--- config.mk ---
export PLATFORM = sky130hd
export DESIGN_NAME = game_round_controller_flat
export DESIGN_NICKNAME = d
export VERILOG_FILES = /design/src/rtl/game_round_controller_if.sv /design/src/rtl/game_round_controller.sv /design/src/flat_wrapper.sv
export SDC_FILE = /design/constraint.sdc
export NUM_CORES = 1
export LEC_CHECK = 0
export ABC_AREA = 1
export CAP_MARGIN = 25
export CORE_MARGIN = 2
export CORE_UTILIZATION = 56
export CTS_BUF_LIST = sky130_fd_sc_hd__clkbuf_4
export CTS_CLUSTER_DIAMETER = 150
export CTS_CLUSTER_SIZE = 20
export DETAILED_ROUTE_END_ITERATION = 16
export PLACE_DENSITY = 0.76
export RECOVER_POWER = 25
export SETUP_SLACK_MARGIN = 0.02
export SYNTH_ARGS = -nofsm -noshare
export SYNTH_HDL_FRONTEND = slang
export SYNTH_SLANG_ARGS = --single-unit
--- constraint.sdc ---
create_clock -name CLOCK_50 -period 4.89 [get_ports CLOCK_50]
set_input_delay 1.2225 -clock CLOCK_50 [delete_from_list [all_inputs] [get_ports CLOCK_50]]
set_output_delay 1.2225 -clock CLOCK_50 [all_outputs]
set_load 0.01 [all_outputs]
--- src/rtl/game_round_controller_if.sv ---
// Button/LFSR/sensor inputs and round-status outputs of the whack-a-mole round controller.
// master = the controller, slave = the board-side environment driving buttons and sensors.
interface game_round_controller_if;
    logic       start_btn;
    logic [2:0] lfsr_value;
    logic       sensor_hit;
    logic [2:0] sensor_box;
    logic       start_game;
    logic [2:0] target_box;
    logic       target_valid;
    logic       hit_detected;
    logic       miss_pulse;
    logic [1:0] difficulty_level;
    logic [7:0] round_count;
    logic [6:0] time_left_s;
    logic       game_over;

    modport master (
        input  start_btn, lfsr_value, sensor_hit, sensor_box,
        output start_game, target_box, target_valid, hit_detected, miss_pulse,
               difficulty_level, round_count, time_left_s, game_over
    );

    modport slave (
        output start_btn, lfsr_value, sensor_hit, sensor_box,
        input  start_game, target_box, target_valid, hit_detected, miss_pulse,
               difficulty_level, round_count, time_left_s, game_over
    );
endinterface

--- src/rtl/game_round_controller.sv ---
// Whack-a-mole round sequencer: start -> arm -> hit window -> cooldown until game time runs out.
// Optional GAME_CTRL_DEBOUNCE_EN: sensor_hit must be stable high 16 clocks before a strike is accepted.
module game_round_controller #(
    parameter int TICK_DIV    = 50_000,
    parameter int GAME_MS     = 60_000,
    parameter int LVL2_MS     = 20_000,
    parameter int LVL3_MS     = 40_000,
    parameter int WIN_L1_MS   = 1500,
    parameter int WIN_L2_MS   = 1000,
    parameter int WIN_L3_MS   = 600,
    parameter int COOLDOWN_MS = 250,
    parameter int NUM_BOXES   = 6
) (
    input  logic                     CLOCK_50,
    input  logic                     reset,
    game_round_controller_if.master  io
);
    localparam int TW = (TICK_DIV > 1) ? $clog2(TICK_DIV) : 1;
    localparam int MW = $clog2(GAME_MS + 1);
    localparam int RW = $clog2(WIN_L1_MS + WIN_L2_MS + WIN_L3_MS + COOLDOWN_MS + 1);

    typedef enum logic [2:0] {S_IDLE, S_ARM, S_WAIT_HIT, S_COOLDOWN, S_OVER} state_t;

    state_t        state_q, state_d;
    logic [TW-1:0] tick_cnt_q, tick_cnt_d;
    logic [MW-1:0] ms_left_q, ms_left_d, elapsed_q, elapsed_d;
    logic [9:0]    msec_q, msec_d;
    logic [6:0]    sec_q, sec_d;
    logic [RW-1:0] rtmr_q, rtmr_d;
    logic [2:0]    target_q, target_d, prev_q, prev_d;
    logic [7:0]    round_q, round_d;
    logic          hit_q, hit_d, miss_q, miss_d;
    logic          start_q;
    logic          in_game, tick, start_edge, hit_edge, lfsr_ok, enter_cool;
    logic [1:0]    diff;
    logic [RW-1:0] win_len;

    assign in_game    = (state_q == S_ARM) || (state_q == S_WAIT_HIT) || (state_q == S_COOLDOWN);
    assign tick       = in_game && (tick_cnt_q == TW'(TICK_DIV - 1));
    assign start_edge = io.start_btn & ~start_q;
    assign lfsr_ok    = (int'(io.lfsr_value) < NUM_BOXES) && (io.lfsr_value != prev_q);

    assign diff    = (int'(elapsed_q) < LVL2_MS) ? 2'd1 :
                     (int'(elapsed_q) < LVL3_MS) ? 2'd2 : 2'd3;
    assign win_len = (diff == 2'd1) ? RW'(WIN_L1_MS) :
                     (diff == 2'd2) ? RW'(WIN_L2_MS) : RW'(WIN_L3_MS);

`ifdef GAME_CTRL_DEBOUNCE_EN
    // acc_q marks that the current high period has already produced its strike
    logic [3:0] stable_q;
    logic       acc_q;

    always_ff @(posedge CLOCK_50 or posedge reset) begin
        if (reset) begin
            stable_q <= 4'd0;
            acc_q    <= 1'b0;
        end else if (!io.sensor_hit) begin
            stable_q <= 4'd0;
            acc_q    <= 1'b0;
        end else begin
            if (stable_q != 4'hf) stable_q <= stable_q + 4'd1;
            if (stable_q == 4'hf) acc_q    <= 1'b1;
        end
    end

    assign hit_edge = io.sensor_hit & (stable_q == 4'hf) & ~acc_q;
`else
    logic sens_q;

    always_ff @(posedge CLOCK_50 or posedge reset) begin
        if (reset) sens_q <= 1'b0;
        else       sens_q <= io.sensor_hit;
    end

    assign hit_edge = io.sensor_hit & ~sens_q;
`endif

    always_comb begin
        state_d    = state_q;
        tick_cnt_d = tick_cnt_q;
        ms_left_d  = ms_left_q;
        elapsed_d  = elapsed_q;
        msec_d     = msec_q;
        sec_d      = sec_q;
        rtmr_d     = rtmr_q;
        target_d   = target_q;
        prev_d     = prev_q;
        round_d    = round_q;
        hit_d      = 1'b0;
        miss_d     = 1'b0;
        enter_cool = 1'b0;

        if (in_game) begin
            tick_cnt_d = tick ? '0 : tick_cnt_q + 1'b1;
            if (tick && ms_left_q != '0) begin
                ms_left_d = ms_left_q - 1'b1;
                elapsed_d = elapsed_q + 1'b1;
                // seconds counter avoids a divider on ms_left
                if (msec_q == 10'd999) begin
                    msec_d = '0;
                    if (sec_q != '0) sec_d = sec_q - 1'b1;
                end else begin
                    msec_d = msec_q + 1'b1;
                end
            end
        end

        unique case (state_q)
            S_IDLE, S_OVER: begin
                if (start_edge) begin
                    state_d    = S_ARM;
                    tick_cnt_d = '0;
                    ms_left_d  = MW'(GAME_MS);
                    elapsed_d  = '0;
                    msec_d     = '0;
                    sec_d      = 7'(GAME_MS / 1000);
                    round_d    = '0;
                end
            end
            S_ARM: begin
                if (ms_left_q == '0) begin
                    state_d = S_OVER;
                end else if (!io.sensor_hit && lfsr_ok) begin
                    target_d = io.lfsr_value;
                    rtmr_d   = win_len;
                    state_d  = S_WAIT_HIT;
                end
            end
            S_WAIT_HIT: begin
                // a strike on the expiry tick is still a strike
                if (ms_left_q == '0) begin
                    state_d = S_OVER;
                end else if (hit_edge) begin
                    hit_d      = (io.sensor_box == target_q);
                    miss_d     = (io.sensor_box != target_q);
                    enter_cool = 1'b1;
                end else if (tick) begin
                    if (rtmr_q <= RW'(1)) begin
                        miss_d     = 1'b1;
                        enter_cool = 1'b1;
                    end else begin
                        rtmr_d = rtmr_q - 1'b1;
                    end
                end
            end
            S_COOLDOWN: begin
                if (ms_left_q == '0) begin
                    state_d = S_OVER;
                end else if (tick) begin
                    if (rtmr_q <= RW'(1)) state_d = S_ARM;
                    else                  rtmr_d  = rtmr_q - 1'b1;
                end
            end
            default: state_d = S_IDLE;
        endcase

        if (enter_cool) begin
            state_d = S_COOLDOWN;
            rtmr_d  = RW'(COOLDOWN_MS);
            prev_d  = target_q;
            if (round_q != 8'hff) round_d = round_q + 8'd1;
        end
    end

    always_ff @(posedge CLOCK_50 or posedge reset) begin
        if (reset) begin
            state_q    <= S_IDLE;
            start_q    <= 1'b0;
            tick_cnt_q <= '0;
            ms_left_q  <= '0;
            elapsed_q  <= '0;
            msec_q     <= '0;
            sec_q      <= '0;
            rtmr_q     <= '0;
            target_q   <= 3'd0;
            prev_q     <= 3'd7;
            round_q    <= 8'd0;
            hit_q      <= 1'b0;
            miss_q     <= 1'b0;
        end else begin
            state_q    <= state_d;
            start_q    <= io.start_btn;
            tick_cnt_q <= tick_cnt_d;
            ms_left_q  <= ms_left_d;
            elapsed_q  <= elapsed_d;
            msec_q     <= msec_d;
            sec_q      <= sec_d;
            rtmr_q     <= rtmr_d;
            target_q   <= target_d;
            prev_q     <= prev_d;
            round_q    <= round_d;
            hit_q      <= hit_d;
            miss_q     <= miss_d;
        end
    end

    assign io.start_game       = in_game;
    assign io.target_box       = target_q;
    assign io.target_valid     = (state_q == S_WAIT_HIT);
    assign io.hit_detected     = hit_q;
    assign io.miss_pulse       = miss_q;
    assign io.difficulty_level = diff;
    assign io.round_count      = round_q;
    assign io.time_left_s      = sec_q;
    assign io.game_over        = (state_q == S_OVER);
endmodule

--- src/flat_wrapper.sv ---
// flat-port wrapper written by rule: the top's interface ports become plain ports
module game_round_controller_flat 
#(
    parameter int TICK_DIV    = 50_000,
    parameter int GAME_MS     = 60_000,
    parameter int LVL2_MS     = 20_000,
    parameter int LVL3_MS     = 40_000,
    parameter int WIN_L1_MS   = 1500,
    parameter int WIN_L2_MS   = 1000,
    parameter int WIN_L3_MS   = 600,
    parameter int COOLDOWN_MS = 250,
    parameter int NUM_BOXES   = 6
)
  (CLOCK_50, reset, io_start_btn, io_lfsr_value, io_sensor_hit, io_sensor_box, io_start_game, io_target_box, io_target_valid, io_hit_detected, io_miss_pulse, io_difficulty_level, io_round_count, io_time_left_s, io_game_over);
  game_round_controller_if io_i ();
  input  logic CLOCK_50;
  input  logic reset;
  input wire logic [$bits(io_i.start_btn)-1:0] io_start_btn;
  input wire logic [$bits(io_i.lfsr_value)-1:0] io_lfsr_value;
  input wire logic [$bits(io_i.sensor_hit)-1:0] io_sensor_hit;
  input wire logic [$bits(io_i.sensor_box)-1:0] io_sensor_box;
  output wire logic [$bits(io_i.start_game)-1:0] io_start_game;
  output wire logic [$bits(io_i.target_box)-1:0] io_target_box;
  output wire logic [$bits(io_i.target_valid)-1:0] io_target_valid;
  output wire logic [$bits(io_i.hit_detected)-1:0] io_hit_detected;
  output wire logic [$bits(io_i.miss_pulse)-1:0] io_miss_pulse;
  output wire logic [$bits(io_i.difficulty_level)-1:0] io_difficulty_level;
  output wire logic [$bits(io_i.round_count)-1:0] io_round_count;
  output wire logic [$bits(io_i.time_left_s)-1:0] io_time_left_s;
  output wire logic [$bits(io_i.game_over)-1:0] io_game_over;
  assign io_i.start_btn = io_start_btn;
  assign io_i.lfsr_value = io_lfsr_value;
  assign io_i.sensor_hit = io_sensor_hit;
  assign io_i.sensor_box = io_sensor_box;
  assign io_start_game = io_i.start_game;
  assign io_target_box = io_i.target_box;
  assign io_target_valid = io_i.target_valid;
  assign io_hit_detected = io_i.hit_detected;
  assign io_miss_pulse = io_i.miss_pulse;
  assign io_difficulty_level = io_i.difficulty_level;
  assign io_round_count = io_i.round_count;
  assign io_time_left_s = io_i.time_left_s;
  assign io_game_over = io_i.game_over;
  game_round_controller #(.TICK_DIV(TICK_DIV), .GAME_MS(GAME_MS), .LVL2_MS(LVL2_MS), .LVL3_MS(LVL3_MS), .WIN_L1_MS(WIN_L1_MS), .WIN_L2_MS(WIN_L2_MS), .WIN_L3_MS(WIN_L3_MS), .COOLDOWN_MS(COOLDOWN_MS), .NUM_BOXES(NUM_BOXES)) u_core (.CLOCK_50(CLOCK_50), .reset(reset), .io(io_i));
endmodule
==> results.json, run 1 <==
{
  "start_util_pct": 56.93,
  "finalSetupTns_ps": 0,
  "ir_drop_v": 0.0002520,
  "dp.final_hpwl_um": 9745,
  "syn2layout_area_growth_pct": 9.550,
  "gp_congestion": 0.9170,
  "grt_pass1_vias": 5072,
  "grt_pass1_wl_um": 23410,
  "track_usage_pct": 24.84,
  "antenna_cells": 0,
  "hp-class": "flop to flop",
  "yosys_warnings": 0,
  "fp.coreArea_um2": 10790,
  "multiInputGateArea_um2": 3241,
  "path_class": "primary input to flop",
  "worst_setup_path_end_kind": "flop",
  "grt-ovfl-total": 0,
  "power.total_mw": 2.351,
  "yosys.cell_types.count": 39,
  "portBuffers": 34,
  "cts.sinks": 98,
  "syn-num-nets": 877,
  "firstDrtPassIters": 6,
  "tightestPinTransition_ps": 2770,
  "nFillCells": 949,
  "critical_path.max_fanout": 23,
  "cts_resized": 0,
  "pin_count": 35,
  "violations": "capacitance limit, slew limit",
  "drc_errors": 0,
  "routed_via_density": 5.344,
  "routed_wl_um": 13640,
  "synth_edf_count": 0,
  "insertion_delay_ps": 480,
  "r2r_setup_slack_ps": 2170,
  "critPathMostFrequentCell": "inv_1",
  "post-route-period-util_pct": 72.75,
  "syn_area_um2": 6145,
  "num_rows": 38,
  "p_per_area_nw_per_um2": 349.3,
  "setup_viol": 0,
  "cts_buffers": 9,
  "rsz0062_at_grt": "no",
  "vias": 5531,
  "yosys_register_bits": 98,
  "nets": 909,
  "slew_violations": 62,
  "postCtsSetupBuffers": 0,
  "final_core_util_pct": 62.37,
  "root_buffer": "clkbuf_4",
  "critPathArrivalTime_ps": 3920,
  "max_freq_mhz": 281.1,
  "htree_levels": 3,
  "ff_latch_area_um2": 2456,
  "ant_nets": 0,
  "clockBufferDepth": 2,
  "whs_ps": 520.1,
  "grt_max_degree": 62,
  "clk_pin_slew_ps": 150,
  "cp-start-kind": "primary input",
  "final_cells": 1035,
  "drv_cap": 1,
  "die_height_um": 108.8,
  "placed_cells": 1019,
  "synthFlopType": "dfrtp_1",
  "status": "finished, violations left",
  "path_cells": "dlygate4sd3_1 -> inv_1 -> nor2_2 -> inv_1 -> nor2_2 -> inv_1 -> and3_1",
  "ctsHoldBuffers": 0,
  "drtIter0Drc": 414,
  "cts_tree": "yes",
  "p_leak_nw": 3.200,
  "drive_gt1_share_pct": 6.257,
  "fp.dieArea_um2": 11830,
  "synthArstFlopShare_pct": 100.0,
  "synth_cells": 858,
  "cp_slowest_cell": "nor2_2",
  "slew_headroom_pct": -85.71,
  "hold_viol": 0,
  "ys_seq_area_share_pct": 39.97,
  "syn_avg_cell_area_um2": 7.162,
  "critPathMaxStageDelay_ps": 590,
  "skew_ps": 25.29,
  "min_period_ps": 3557,
  "wl_per_cell_um": 13.17,
  "fp.dieW_um": 108.8,
  "antenna_found_initial": 0,
  "cp.required_ps": 5250
}
[cells by family after synthesis]
| kind of cell | count (synthesis) | synth area share [%] |
|---|---|---|
| flip-flops | 98 | 39.97 |
| adder cells (fa/ha/maj) | 9 | 1.833 |
| buffers and inverters | 110 | 7.371 |
| AO/OA/AOI/OAI | 93 | 9.448 |
| XOR/XNOR | 41 | 5.844 |
| AND/OR/NAND/NOR | 507 | 35.53 |
[registers in the layout, summed over array words and instances, names as in the netlist]
signal / cells
u_core.prev_q: 3
u_core.io.hit_detected: 1
u_core.ms_left_q: 16
u_core.io.target_box: 3
u_core.tick_cnt_q: 16
u_core.elapsed_q: 16
u_core.start_q: 1
u_core.io.time_left_s: 7
u_core.msec_q: 10
u_core.state_q: 3
u_core.rtmr_q: 12
u_core.io.miss_pulse: 1
u_core.sens_q: 1
u_core.io.round_count: 8
[routing by layer]
layer	share of wire, %	global-route usage (%)	up-vias
li1	-	-	2817
met1	48	34.62	2571
met2	47	39.29	123
met3	3.9	5.559	20
met4	1.5	6.593	0
met5	0	0	-
[stage by stage]
stage | cell area (um2) | worst slack (ps)
after floorplan | 6145 | 1110
after global placement | 6594 | 1040
after detailed placement | 6594 | 905.6
after CTS | 6733 | 1312
after global routing | 6731 | 1110
final | 6731 | 1333
[layout make-up]
type | instances | share of cell area (%)
multi-input combinational | 650 | 48.14
timing repair buffer | 38 | 5.502
clock buffer | 11 | 1.227
sequential | 98 | 36.49
clock inverter | 5 | 0.8364
tap | 140 | 2.602
inverter | 93 | 5.204
[worst max-delay path: cells and delay by family]
kind | cells | cell delay [ps]
and+or+nand+nor | 3 | 1270
buffers and inverters | 4 | 1410
[power breakdown]
part | switching [mW] | internal, mW | leakage, nW
Sequential | 0.124 | 0.931 | 1.26
Combinational | 0.547 | 0.310 | 1.86
Clock | 0.271 | 0.168 | 0.0789
Total | 0.942 | 1.41 | 3.20
[cell usage in the layout, fill, tap and decap left out, types with 3 or more instances in the layout]
master / instances
nor3_1: 21
nor2_1: 127
a22oi_1: 3
o221ai_1: 3
xnor2_1: 14
buf_4: 4
nand3b_1: 3
dfstp_2: 3
ha_1: 9
a21oi_1: 28
clkbuf_4: 11
o21ai_0: 38
nand2_2: 4
nand3_1: 63
inv_1: 90
or2_2: 4
clkdlybuf4s50_1: 31
dfrtp_1: 95
dlygate4sd3_1: 3
nor2_2: 6
nand2_1: 249
o21bai_1: 3
a211oi_2: 9
nor2_4: 4
nand4_1: 17
xor2_1: 27
o31ai_1: 3
[synthesized netlist by cell type (all sizes together) (2+ instances only)]
| cell type | n | share of area [%] |
|---|---|---|
| o21ai | 38 | 3.1 |
| nor2 | 138 | 9.3 |
| o21bai | 3 | 0.37 |
| o211ai | 2 | 0.24 |
| dfrtp | 95 | 39 |
| xor2 | 27 | 3.8 |
| or2 | 5 | 0.51 |
| nor3 | 21 | 1.7 |
| ha | 9 | 1.8 |
| nand2 | 255 | 16 |
| xnor2 | 14 | 2.0 |
| o221ai | 3 | 0.43 |
| dfstp | 3 | 1.3 |
| nand3 | 63 | 5.1 |
| a22oi | 3 | 0.37 |
| and3 | 2 | 0.20 |
| buf | 13 | 1.4 |
| o31ai | 3 | 0.37 |
| inv | 93 | 5.7 |
| nand3b | 4 | 0.69 |
| clkbuf | 4 | 0.24 |
| a211oi | 11 | 2.1 |
| nand4 | 17 | 1.7 |
| a21oi | 28 | 2.3 |
[final timing paths]
path,from,to,depth (start not counted)
setup / recovery,io_start_btn,u_core.elapsed_q[4],7
hold / removal,u_core.prev_q[1],u_core.prev_q[1],2
setup reg to reg,u_core.ms_left_q[0],u_core.elapsed_q[13],11
hold reg to reg,u_core.prev_q[1],u_core.prev_q[1],2
max in group asynchronous,reset,u_core.prev_q[0],3
min in group asynchronous,reset,u_core.ms_left_q[8],2
Note: power is estimated with default switching activity, not from simulation.
==> run 2, diff against run 1 <==
==> constraint.sdc (replaced) <==
create_clock -name CLOCK_50 -period 3.3 [get_ports CLOCK_50]
set_input_delay 0.825 -clock CLOCK_50 [delete_from_list [all_inputs] [get_ports CLOCK_50]]
set_output_delay 0.825 -clock CLOCK_50 [all_outputs]
set_load 0.01 [all_outputs]
==> run 2 against run 1 <==
  * Combinational power rose by 51%
  * Setup slack got worse by 1100 ps
  * Register-to-register slack got worse by 1300 ps
  * Final cell count barely moved
  * Via count rose by 1.8%
  * Largest cell class unchanged
  * The flow now finishes without violations
  * Utilization rose by 0.070 points
==> results.json, run 2 (synthesized netlist as in run 1, its figures left out) <==
{
  "cts_tree": "yes",
  "drtIter0Drc": 544,
  "num_rows": 38,
  "pin_count": 35,
  "grt-ovfl-total": 0,
  "portBuffers": 34,
  "tightestPinTransition_ps": 1332,
  "start_util_pct": 56.93,
  "postCtsSetupBuffers": 0,
  "htree_levels": 3,
  "clockBufferDepth": 2,
  "routed_wl_um": 13870,
  "p_leak_nw": 3.206,
  "cts_resized": 0,
  "fp.dieW_um": 108.8,
  "vias": 5629,
  "r2r-start": "u_core.rtmr_q[0]",
  "critPathMaxStageDelay_ps": 560,
  "drv_cap": 0,
  "clk_pin_slew_ps": 130,
  "slew_violations": 0,
  "track_usage_pct": 24.71,
  "status": "completed",
  "hold_start": "u_core.prev_q[2]",
  "drc_errors": 0,
  "r2r_setup_slack_ps": 890,
  "slew_headroom_pct": 11.20,
  "post-route-period-util_pct": 93.10,
  "fp.coreArea_um2": 10790,
  "cp.required_ps": 2470,
  "most-common-layout-cells": "248 x nand2_1, 127 x nor2_1, 95 x dfrtp_1",
  "r2r.worst_path.cells": 12,
  "min_delay_worst_endpoint": "u_core.prev_q[2]",
  "hp-class": "flop to flop",
  "setup_viol": 0,
  "cp_slowest_cell": "clkdlybuf4s50_1",
  "antenna_cells": 0,
  "drive_gt1_share_pct": 6.473,
  "nFillCells": 967,
  "root_buffer": "clkbuf_4",
  "dp_slack_ps": 546.3,
  "wl_per_cell_um": 13.39,
  "grt_pass1_vias": 5212,
  "ant_nets": 0,
  "nets": 911,
  "min_period_ps": 3072,
  "critical_path.max_fanout": 10,
  "firstDrtPassIters": 5,
  "rsz0062_at_grt": "no",
  "ir_drop_v": 0.0003810,
  "min_path_cells": 2,
  "worst_setup_path_end_kind": "output port",
  "skew_ps": 20.58,
  "path_cells": "nor2_4 -> inv_2 -> nor2_1 -> clkdlybuf4s50_1",
  "largestRegisters": "u_core.elapsed_q x16, u_core.ms_left_q x16, u_core.tick_cnt_q x16",
  "max_freq_mhz": 325.5,
  "cp-start-kind": "flop",
  "worst_slack_ps": 227.6,
  "routed_via_density": 5.433,
  "gp_congestion": 0.9048,
  "ctsHoldBuffers": 0,
  "syn2layout_area_growth_pct": 9.672,
  "finalSetupTns_ps": 0,
  "grt_pass1_wl_um": 23380,
  "timing.rr.end": "u_core.rtmr_q[11]",
  "hold_viol": 0,
  "fp.dieArea_um2": 11830,
  "final_common_cell": "nand2_1",
  "die_height_um": 108.8,
  "dp.final_hpwl_um": 9957,
  "insertion_delay_ps": 470,
  "cts.sinks": 98,
  "p_per_area_nw_per_um2": 516.0,
  "cts_buffers": 9,
  "antenna_found_initial": 0,
  "critPathArrivalTime_ps": 2250,
  "path_class": "flop to output port",
  "grt_max_degree": 99
}
==> run 2: how the worst max path moves through the flow <==
stage	startpoint	endpoint	slack, ps	cells after the start
finish	u_core.state_q[0]	io_game_over	230	4
global route	u_core.state_q[1]	io_game_over	120	4
CTS	u_core.state_q[2]	io_target_valid	160	4
detailed placement	io_start_btn	u_core.msec_q[2]	550	8
global placement	io_start_btn	u_core.msec_q[2]	700	8
floorplan	io_start_btn	u_core.elapsed_q[4]	1290	7
==> run 2: layout make-up <==
| class | count | area [um2] | share of cell area, % |
|---|---|---|---|
| tap | 140 | 175.2 | 2.599 |
| clock inverter | 4 | 43.79 | 0.6498 |
| inverter | 93 | 352.8 | 5.236 |
| sequential | 98 | 2456 | 36.45 |
| timing repair buffer | 40 | 385.4 | 5.719 |
| multi-input combinational | 650 | 3243 | 48.12 |
| clock buffer | 11 | 82.58 | 1.225 |
==> run 2: worst max-delay path, delay by kind of cell (launching register included) <==
kind / cells / cell delay (ps)
buf+inv: 2 / 750
flops: 1 / 480
simple gates: 2 / 560
==> run 2: power breakdown <==
part	switching, mW	total (mW)	internal (mW)
clock	0.389	0.629	0.240
combinational	0.818	1.29	0.467
sequential	0.184	1.56	1.38
==> run 2: metal layers <==
metal / GRT usage, % / routed length (um)
met1: 33.23 / 6332
met2: 40.76 / 6745
met3: 3.586 / 566
met4: 8.883 / 226
met5: 0 / 0
==> run 2: through the flow <==
step	instances	instance area, um2	total power, mW	hold WS (ps)	utilization, %
finish	1036	6739	3.478	513.3	62.44
global placement	1021	6623	2.805	488.5	61.36
global route	1036	6739	3.745	537.7	62.44
CTS	1036	6749	3.486	513.5	62.53
detailed placement	1021	6623	2.855	493.7	61.36
floorplan	858	6148	2.494	463.4	-
==> run 3, diff against run 2 <==
--- a/config.mk
+++ b/config.mk
@@ -16,6 +16,7 @@
 export PLACE_DENSITY = 0.76
 export RECOVER_POWER = 25
 export SETUP_SLACK_MARGIN = 0.02
+export SKIP_LAST_GASP = 1
 export SYNTH_ARGS = -nofsm -noshare
 export SYNTH_HDL_FRONTEND = slang
 export SYNTH_SLANG_ARGS = --single-unit
==> results of run 3 <==
The final DEF is identical to that of run 2; final timing and power are the same.
